[src/rtl/uplink_serial_capture_pkg.sv]
// Shared uplink constants: default geometry, sync pattern and the byte/length
// window offsets that the packet state machine reads from the shift register.
package uplink_serial_capture_pkg;

  localparam int unsigned WIDTH_DEFAULT     = 34;
  localparam logic [31:0] SYNC_WORD_DEFAULT = 32'hB9AF2E5C;
  localparam int unsigned BYTE_LSB          = 1;
  localparam int unsigned LEN_LSB           = 2;

  function automatic logic sync_match(input logic [31:0] window,
                                      input logic [31:0] pattern);
    return (window == pattern);
  endfunction

endpackage

[src/rtl/uplink_shift_reg.sv]
// WIDTH-bit serial-in shift register; q_o[0] holds the newest bit and the MSB
// falls off the end. Synchronous clear has priority over shifting.
module uplink_shift_reg
  import uplink_serial_capture_pkg::*;
#(
  parameter int unsigned WIDTH = WIDTH_DEFAULT
) (
  input  logic             clk_i,
  input  logic             sclr_i,
  input  logic             d_i,
  output logic [WIDTH-1:0] q_o
);

  logic [WIDTH-1:0] shift_d;
  logic [WIDTH-1:0] shift_q;

  // Next shift value: newest bit enters at bit 0
  always_comb begin
    shift_d = {shift_q[WIDTH-2:0], d_i};
  end

  // Shift register storage
  always_ff @(posedge clk_i) begin
    if (sclr_i) begin
      shift_q <= '0;
    end else begin
      shift_q <= shift_d;
    end
  end

  assign q_o = shift_q;

endmodule

[src/rtl/uplink_serial_capture.sv]
// Uplink lane capture front end: serial shift register, registered sync-word
// detector on the low 32 bits, and a clear-dominant sticky request flag.
module uplink_serial_capture
  import uplink_serial_capture_pkg::*;
#(
  parameter int unsigned WIDTH     = WIDTH_DEFAULT,
  parameter logic [31:0] SYNC_WORD = SYNC_WORD_DEFAULT
) (
  input  logic             clk_i,
  input  logic             rst_i,
  input  logic             serial_i,
  output logic [WIDTH-1:0] q_o,
  output logic             sync_found_o,
  input  logic             flag_set_i,
  input  logic             flag_clr_i,
  output logic             flag_o
);

  logic [WIDTH-1:0] shift_s;
  logic             sync_found_d;
  logic             sync_found_q;
  logic             flag_d;
  logic             flag_q;

  uplink_shift_reg #(
    .WIDTH (WIDTH)
  ) u_shift_reg (
    .clk_i  (clk_i),
    .sclr_i (rst_i),
    .d_i    (serial_i),
    .q_o    (shift_s)
  );

  // Compare uses pre-edge contents; upper bits beyond 31 are don't-care
  always_comb begin
    sync_found_d = sync_match(shift_s[31:0], SYNC_WORD);
    flag_d       = flag_q;
    if (flag_clr_i) begin
      flag_d = 1'b0;
    end else if (flag_set_i) begin
      flag_d = 1'b1;
    end else begin
      flag_d = flag_q;
    end
  end

  // Detector and sticky flag registers
  always_ff @(posedge clk_i) begin
    if (rst_i) begin
      sync_found_q <= 1'b0;
      flag_q       <= 1'b0;
    end else begin
      sync_found_q <= sync_found_d;
      flag_q       <= flag_d;
    end
  end

  assign q_o          = shift_s;
  assign sync_found_o = sync_found_q;
  assign flag_o       = flag_q;

endmodule

[config.mk]
export PLATFORM = sky130hd
export DESIGN_NAME = uplink_serial_capture
export DESIGN_NICKNAME = d
export VERILOG_FILES = /design/src/rtl/uplink_serial_capture_pkg.sv /design/src/rtl/uplink_shift_reg.sv /design/src/rtl/uplink_serial_capture.sv
export SDC_FILE = /design/constraint.sdc
export NUM_CORES = 1
export LEC_CHECK = 0
export BUFFER_PORTS_ARGS = -buffer_cell sky130_fd_sc_hd__buf_2
export CAP_MARGIN = 10
export CORE_ASPECT_RATIO = 0.8
export CORE_UTILIZATION = 42
export DETAILED_ROUTE_END_ITERATION = 12
export PLACE_DENSITY = 0.73
export SLEW_MARGIN = 20
export SYNTH_ARGS = -nofsm -noshare
export SYNTH_HDL_FRONTEND = slang
export SYNTH_HIERARCHICAL = 1
export SYNTH_SLANG_ARGS = --single-unit
export TNS_END_PERCENT = 1
[constraint.sdc]
create_clock -name clk_i -period 1 [get_ports clk_i]
set_clock_uncertainty 0.1 [all_clocks]
set_input_delay 0 -clock clk_i [delete_from_list [all_inputs] [get_ports clk_i]]
set_output_delay 0 -clock clk_i [all_outputs]
set_load 0.05 [all_outputs]
## After elaboration in Yosys (flattened, before gate mapping)

Index checks and enable logic that the tools add are counted.

- Add/subtract/negate cells: 0
- Multipliers: 0
- Divide/modulo/power cells: 0
- Order comparisons: 0
- Eq/ne operators: 1
- Shifts and indexed selects: 0
- Multiplexer cells: 0
- Bitwise logic cells: 0
- Reduce and logical (&&, ||, !) cells: 1

Operator list:

| operator | number |
|---|---|
| 32-bit equality test, second input constant | 1 |
| 2-bit OR reduction | 1 |

- Register bits after elaboration: 36
- Latch bits: 0
- Bits in writable memories: 0
- Memory bits (read-only): 0
- Input bits: 5
- Output and inout port bits: 36
- Word-level logic and storage cells: 5
- Memories: 0

## Depth between registers and ports, before layout

Gate-level depths: netlist (run 1).

- Depth in word-level cells: 1
- Gate-level depth with buffers: 3
- Mapped depth without buffers: 3

## By module

The synthesis (run 1) kept the hierarchy.

Modules (own cells, without submodules):

| module | instances | cells an instance | area an instance (sq um) | sequential area each (sq um) |
|---|---|---|---|---|
| uplink_shift_reg | 1 | 71 | 937.1 | 680.7 |
| uplink_serial_capture | 1 | 16 | 161.4 | 40.0 |

## Least setup slack after synthesis (run 1)

OpenSTA, ideal clock, no wires.

- Kind: register to register
- Start: register u_shift_reg.shift_q[6] (netlist: u_shift_reg/q_o[6])
- End: register sync_found_q (netlist: sync_found_o)
- Setup time: 0.088 ns
- Arrival: 1.254 ns
- Required time: 0.812 ns
- Path slack: -0.442 ns
- Cell stages (with the launch flop): 4
- Path buffers: 0
- Clock period less this slack: 1.442 ns
- Cells stage by stage: dfxtp_1 > and4bb_2 > nand4_1 > nor4_2

- Word-level cells in the longest chain between the ends: 1

RTL lines:

| element | line | text |
|---|---|---|
| from (decl) | uplink_shift_reg.sv:15 | `logic [WIDTH-1:0] shift_q;` |
| from (signal assigned) | uplink_shift_reg.sv:27 | `shift_q <= shift_d;` |
| 32-bit equality test | uplink_serial_capture_pkg.sv:12 | `return (window == pattern);` |
| to (signal assigned) | uplink_serial_capture.sv:53 | `sync_found_q <= sync_found_d;` |
| to (decl) | uplink_serial_capture.sv:21 | `logic sync_found_q;` |

No other way between the ends.
A chain may end at the register's enable or synchronous reset.

## Final worst setup path (run 1)

- Start: register u_shift_reg.shift_q[15] (netlist: u_shift_reg/q_o[15])
- End: register sync_found_q (netlist: sync_found_o)

Same word-level chain as after synthesis.

==> results of run 1 <==
[worst min-delay path, delay by kind of cell]
family	cells	cell delay, ps
buf+inv	2	290
simple gates	1	60
[state kept, by name (all words and copies together), names as in the netlist]
register / cells
sync_found_o: 1
flag_o: 1
u_shift_reg/q_o: 34
[stage by stage]
stage                     std cells  total power (W)  util, %
final                           182          0.00250     74.5
after global routing            182          0.00260     74.5
after floorplan                  87          0.00151        -
after CTS                       182          0.00253     70.4
after detailed placement        171          0.00153     60.4
after global placement          171          0.00153     60.4
[Yosys cell counts]
cell type / instances / area share [%]
nand2_1: 1 / 0.34
buf_6: 3 / 3.1
nor3_1: 1 / 0.46
and4bb_1: 1 / 1.1
nor4_2: 1 / 1.1
nor2b_1: 30 / 17
nand3_1: 1 / 0.46
nor4b_2: 1 / 1.4
nand3b_1: 1 / 0.68
nor4b_1: 1 / 0.80
and4_1: 1 / 0.80
and2b_2: 4 / 3.2
and4bb_2: 1 / 1.1
nand4_1: 1 / 0.57
nor2_1: 1 / 0.34
nor4bb_1: 1 / 0.91
and4b_1: 1 / 0.91
dfxtp_1: 36 / 66
[routing by layer]
| metal | up-vias | share of wire (%) |
|---|---|---|
| met5 | - | 0 |
| met4 | 0 | 1.5 |
| met3 | 5 | 5.0 |
| met2 | 30 | 47 |
| met1 | 378 | 46 |
| li1 | 403 | - |
[logic make-up after synthesis]
| logic type | count (synthesis) | share of synthesized area [%] |
|---|---|---|
| buf+inv | 3 | 3.07 |
| simple gates | 48 | 31.3 |
| flops | 36 | 65.6 |
[where the power goes]
| part | internal, W | total (W) | switching (W) |
|---|---|---|---|
| sequential | 0.00140 | 0.00140 | 0.00000628 |
| combinational | 0.0000498 | 0.000114 | 0.0000640 |
| clock | 0.000524 | 0.000979 | 0.000455 |
| total | 0.00197 | 0.00250 | 0.000525 |
[repair_timing]
action / 4_1_cts / 5_1_grt
gates resized for setup: 49 / 28
endpoints found under the setup margin: 37 / 34
endpoints found under the hold margin: 32 / 31
pin swaps: 0 / 2
[worst max-delay path by stage]
| stage | from | endpoint | slack [ps] | cells after the start |
|---|---|---|---|---|
| after floorplan | u_shift_reg/q_o[12] | sync_found_o | -170 | 3 |
| after global placement | u_shift_reg/q_o[12] | sync_found_o | -100 | 3 |
| after detailed placement | u_shift_reg/q_o[12] | sync_found_o | -130 | 3 |
| after CTS | u_shift_reg/q_o[12] | sync_found_o | -130 | 3 |
| after global routing | u_shift_reg/q_o[15] | sync_found_o | -200 | 3 |
| final | u_shift_reg/q_o[15] | sync_found_o | -130 | 3 |
[final cells by class]
| type | instances | area, um2 |
|---|---|---|
| multi-input combinational | 48 | 359 |
| timing repair buffer | 54 | 551 |
| sequential | 36 | 805 |
| fill | 168 | 627 |
| clock buffer | 6 | 41.3 |
| tap | 36 | 45.0 |
| clock inverter | 2 | 35.0 |
==> flow_metrics.tcl, run 1 <==
set metrics [dict create \
    crit_buf_inv 0 \
    dpl-instance-area_um2 1490 \
    crit_chain "nor4b_4 > nand3_1 > nor4_2" \
    rr_startpoint "u_shift_reg/q_o[15]" \
    required_ps 1150 \
    layout-drive-gt1-share_pct 67.8 \
    ys_seq_area_share_pct 65.6 \
    rows 16 \
    rsz0062_at_grt "true" \
    failed_checks "negative hold slack, negative setup slack" \
    grt_use_met2_pct 26.5 \
    status "finished, violations left" \
    overflow 0 \
    syn_avg_cell_area_um2 12.6 \
    viasPerCell 4.48 \
    yosys_warnings 6 \
    clk_latency_ps 320 \
    max_slew_margin_pct 84.1 \
    crit_fanout 2 \
    clock_sinks 36 \
    numCtsBuffers 5 \
    period_needed_ps 1130 \
    ff2ff_setup_slack_ps -130 \
    cpPeakStageDelay_ps 370 \
    holdBufCountCts 3 \
    cap_violations 0 \
    vias 816 \
    max_freq_mhz 887 \
    synthesis.area_um2 1100 \
    core_area_um2 2460 \
    gp_congestion 0.712 \
    drcViolationCount 0 \
    dieArea_um2 2830 \
    hold_start "rst_i" \
    met1_usage_pct 21.1 \
    area_growth_pct 67.1 \
    drt-pass1-iter-count 2 \
    grt_pass1_vias 775 \
    layout_setup_ws_ps -127 \
    ctsRootBufferMaster "clkbuf_4" \
    cts_tree "done" \
    grtUsageMet3_pct 5.68 \
    first_iter_violations 17 \
    wl_per_cell_um 13.0 \
    clk_pin_slew_ps 110 \
    io_pins 41 \
    hold_viol_final 30 \
    nNetsFinal 150 \
    synth.distinct_cells 18 \
    die_w_um 59.2 \
    numPortBuffers 40 \
    htree_levels 2 \
    grt_usage_pct 16.9 \
    hp-class "in -> reg" \
    antenna_found_initial 0 \
    r2r_cells 3 \
    busiest_layer "met2" \
    cp_data_arrival_time_ps 1280 \
    ys_seq_elements 36 \
    p_per_area_nw_per_um2 1360 \
    stdcell_area_um2 1840 \
    clk_path_buf_depth 2 \
    syn_nets 92 \
    path_class "reg -> reg" \
    grt_max_degree 36 \
    grt_pass1_wl_mm 3.32 \
    antenna_left 0 \
    postCtsSetupRepairBufs 0 \
    num_antenna_cells 0 \
    setup-tns-final_ps -619 \
    pre_cts_slack_ps -126 \
    setup_viol 11 \
    die_y_um 47.7 \
    start_kind "flop" \
    hpwlAfterDp_mm 1.46 \
    crit_path_end_kind "flop" \
    crit_slowest_cell "dfxtp_4" \
    tightest_slew_ps 235 \
    final_cell_mix "buf_6 (30), nor2b_1 (30), dfxtp_4 (17), dfxtp_2 (16), buf_4 (13)" \
    initial_core_util_pct 44.6 \
    maxSlewViolCount 0 \
    drt-total-wl_mm 2.37 \
    syn_inst 87 \
    min_to "u_shift_reg/q_o[26]" \
    critical-path-top-delay-family "simple AND/OR/NAND/NOR gates" \
    whs_path_depth 3 \
    whs_ps -41.4 \
    max-vdd-ir-drop_mv 1.40 \
    post-route-period-util_pct 113 \
    worstReg2RegEnd "sync_found_o" \
    leakage_nw 0.790 \
]
No activity file was read; power rests on OpenSTA's default activity.
==> run 2, diff against run 1 <==
--- a/config.mk
+++ b/config.mk
@@ -11,6 +11,7 @@
 export CORE_UTILIZATION = 42
 export DETAILED_ROUTE_END_ITERATION = 12
 export PLACE_DENSITY = 0.73
+export REMOVE_ABC_BUFFERS = 1
 export SLEW_MARGIN = 20
 export SYNTH_ARGS = -nofsm -noshare
 export SYNTH_HDL_FRONTEND = slang
==> run 2 against run 1 <==
Effect of this change: the run ends with negative setup slack left; final cell count increased by 4.9%; critical path depth did not move; first-iteration DRC count up 65%; critical endpoint unchanged.
==> flow_metrics.tcl, run 2 (synthesis gave the netlist of run 1 again) <==
set metrics [dict create \
    io_pins 41 \
    area_growth_pct 81.0 \
    hold_viol_final 0 \
    cap_violations 0 \
    failed_checks "negative setup slack" \
    maxSlewViolCount 0 \
    clock_sinks 36 \
    first_iter_violations 28 \
    numPortBuffers 40 \
    multi_input_area_um2 365 \
    grt_usage_pct 18.7 \
    required_ps 1170 \
    cts_tree "done" \
    die_w_um 59.2 \
    hp-class "in -> reg" \
    drcViolationCount 0 \
    post-route-period-util_pct 113 \
    whs_path_depth 4 \
    ff2ff_setup_slack_ps -130 \
    whs_ps 47.1 \
    cpPeakStageDelay_ps 350 \
    max_freq_mhz 884 \
    clk_pin_slew_ps 100 \
    tightest_slew_ps 335 \
    grt_max_degree 36 \
    initial_core_util_pct 44.6 \
    num_antenna_cells 0 \
    max_slew_margin_pct 77.7 \
    switchingPower_w 0.000547 \
    gp_congestion 0.690 \
    rows 16 \
    worstReg2RegEnd "sync_found_o" \
    crit_slowest_cell "dfxtp_2" \
    dp.cells 180 \
    die_y_um 47.7 \
    pre_cts_slack_ps -166 \
    p_clk_share_pct 42.2 \
    setup_viol 20 \
    layout-drive-gt1-share_pct 69.7 \
    setup-tns-final_ps -985 \
    crit_path_end_kind "flop" \
    stdcell_count 191 \
    fillers 157 \
    drt-total-wl_mm 2.57 \
    crit_chain "nor4b_4 > nand3_1 > nor4_2" \
    p_per_area_nw_per_um2 1360 \
    viasPerCell 4.50 \
    overflow 0 \
    rsz0062_at_grt "true" \
    clk_path_buf_depth 2 \
    core_area_um2 2460 \
    power.total_w 0.00270 \
    antenna_found_initial 0 \
    critical-path-top-delay-family "simple AND/OR/NAND/NOR gates" \
    numCtsBuffers 5 \
    htree_levels 2 \
    cp_data_arrival_time_ps 1300 \
    period_needed_ps 1130 \
    intPower_w 0.00215 \
    path_class "reg -> reg" \
    antenna_left 0 \
    wl_per_cell_um 13.5 \
    seqPwrFrac_pct 53.5 \
    final_cell_mix "nor2b_1 (30), dfxtp_2 (29), buf_6 (22), buf_8 (22), buf_4 (12)" \
    leakage_nw 0.867 \
    clk_latency_ps 350 \
    status "finished, violations left" \
    drt-pass1-iter-count 4 \
    nNetsFinal 159 \
    dieArea_um2 2830 \
    grt_pass1_wl_mm 3.59 \
    min_to "sync_found_o" \
    crit_buf_inv 0 \
    vias 860 \
    p_sw_share_pct 20.3 \
    start_kind "flop" \
    hpwlAfterDp_mm 1.49 \
    ctsRootBufferMaster "clkbuf_4" \
    rr_startpoint "u_shift_reg/q_o[12]" \
    seqCellArea_um2 764 \
    crit_fanout 2 \
    r2r_cells 3 \
    max-vdd-ir-drop_mv 2.01 \
    pwr-share-comb_pct 4.3 \
    final_common_cell "nor2b_1" \
    layout_setup_ws_ps -132 \
    grt_pass1_vias 809 \
    largest_register_ffs 34 \
    hold_start "rst_i" \
]
## run 2: layer usage
metal	wire (um)	vias up	share of wire [%]	track usage (%)
met1	1070	400	42	21.5
li1	-	418	-	-
met5	0	-	0	0
met3	219	4	8.5	7.03
met2	1250	38	48	29.7
met4	37	0	1.4	12.9
## run 2: worst max-delay path by stage
stage                              from           end  cells past startpoint
detailed placement  u_shift_reg/q_o[12]  sync_found_o                      3
finish              u_shift_reg/q_o[12]  sync_found_o                      3
global placement    u_shift_reg/q_o[12]  sync_found_o                      3
floorplan            u_shift_reg/q_o[6]  sync_found_o                      3
global route        u_shift_reg/q_o[12]  sync_found_o                      3
CTS                 u_shift_reg/q_o[12]  sync_found_o                      3
## run 2: layout make-up
cell class	instances	share of cell area, %
well taps	36	2.27
flip-flops and latches	36	38.5
multi-input cells	48	18.4
clock inverters	1	1.51
clock buffers	7	3.27
repair buffers	63	36.1
## run 2: power by group through the flow
stage | logic, W | clock network [W] | registers [W]
5_1_grt | 0.000121 | 0.00124 | 0.00144
3_5_place_dp | 0.0000871 | 0 | 0.00148
3_3_place_gp | 0.0000861 | 0 | 0.00148
6_report | 0.000115 | 0.00114 | 0.00144
4_1_cts | 0.000106 | 0.00117 | 0.00144
2_1_floorplan | 0.0000103 | 0 | 0.00151
## run 2: stage by stage
step	utilization [%]	area, um2
floorplan	-	1060
global placement	59.3	1460
detailed placement	59.3	1460
CTS	74.8	1840
global route	80.7	1990
finish	80.7	1990
## run 2: worst register-to-register path: stages (launching register included)
cell and delay (ps):
dfxtp_2 350, nor4b_4 250, nand3_1 120, nor4_2 240
## run 2: repair_timing
action	CTS	global route
hold buffers	3	0
endpoints found under the setup margin	37	37
buffers inserted	0	0
pin swaps	2	1
gates resized for setup	94	44
endpoints found under the hold margin	2	0
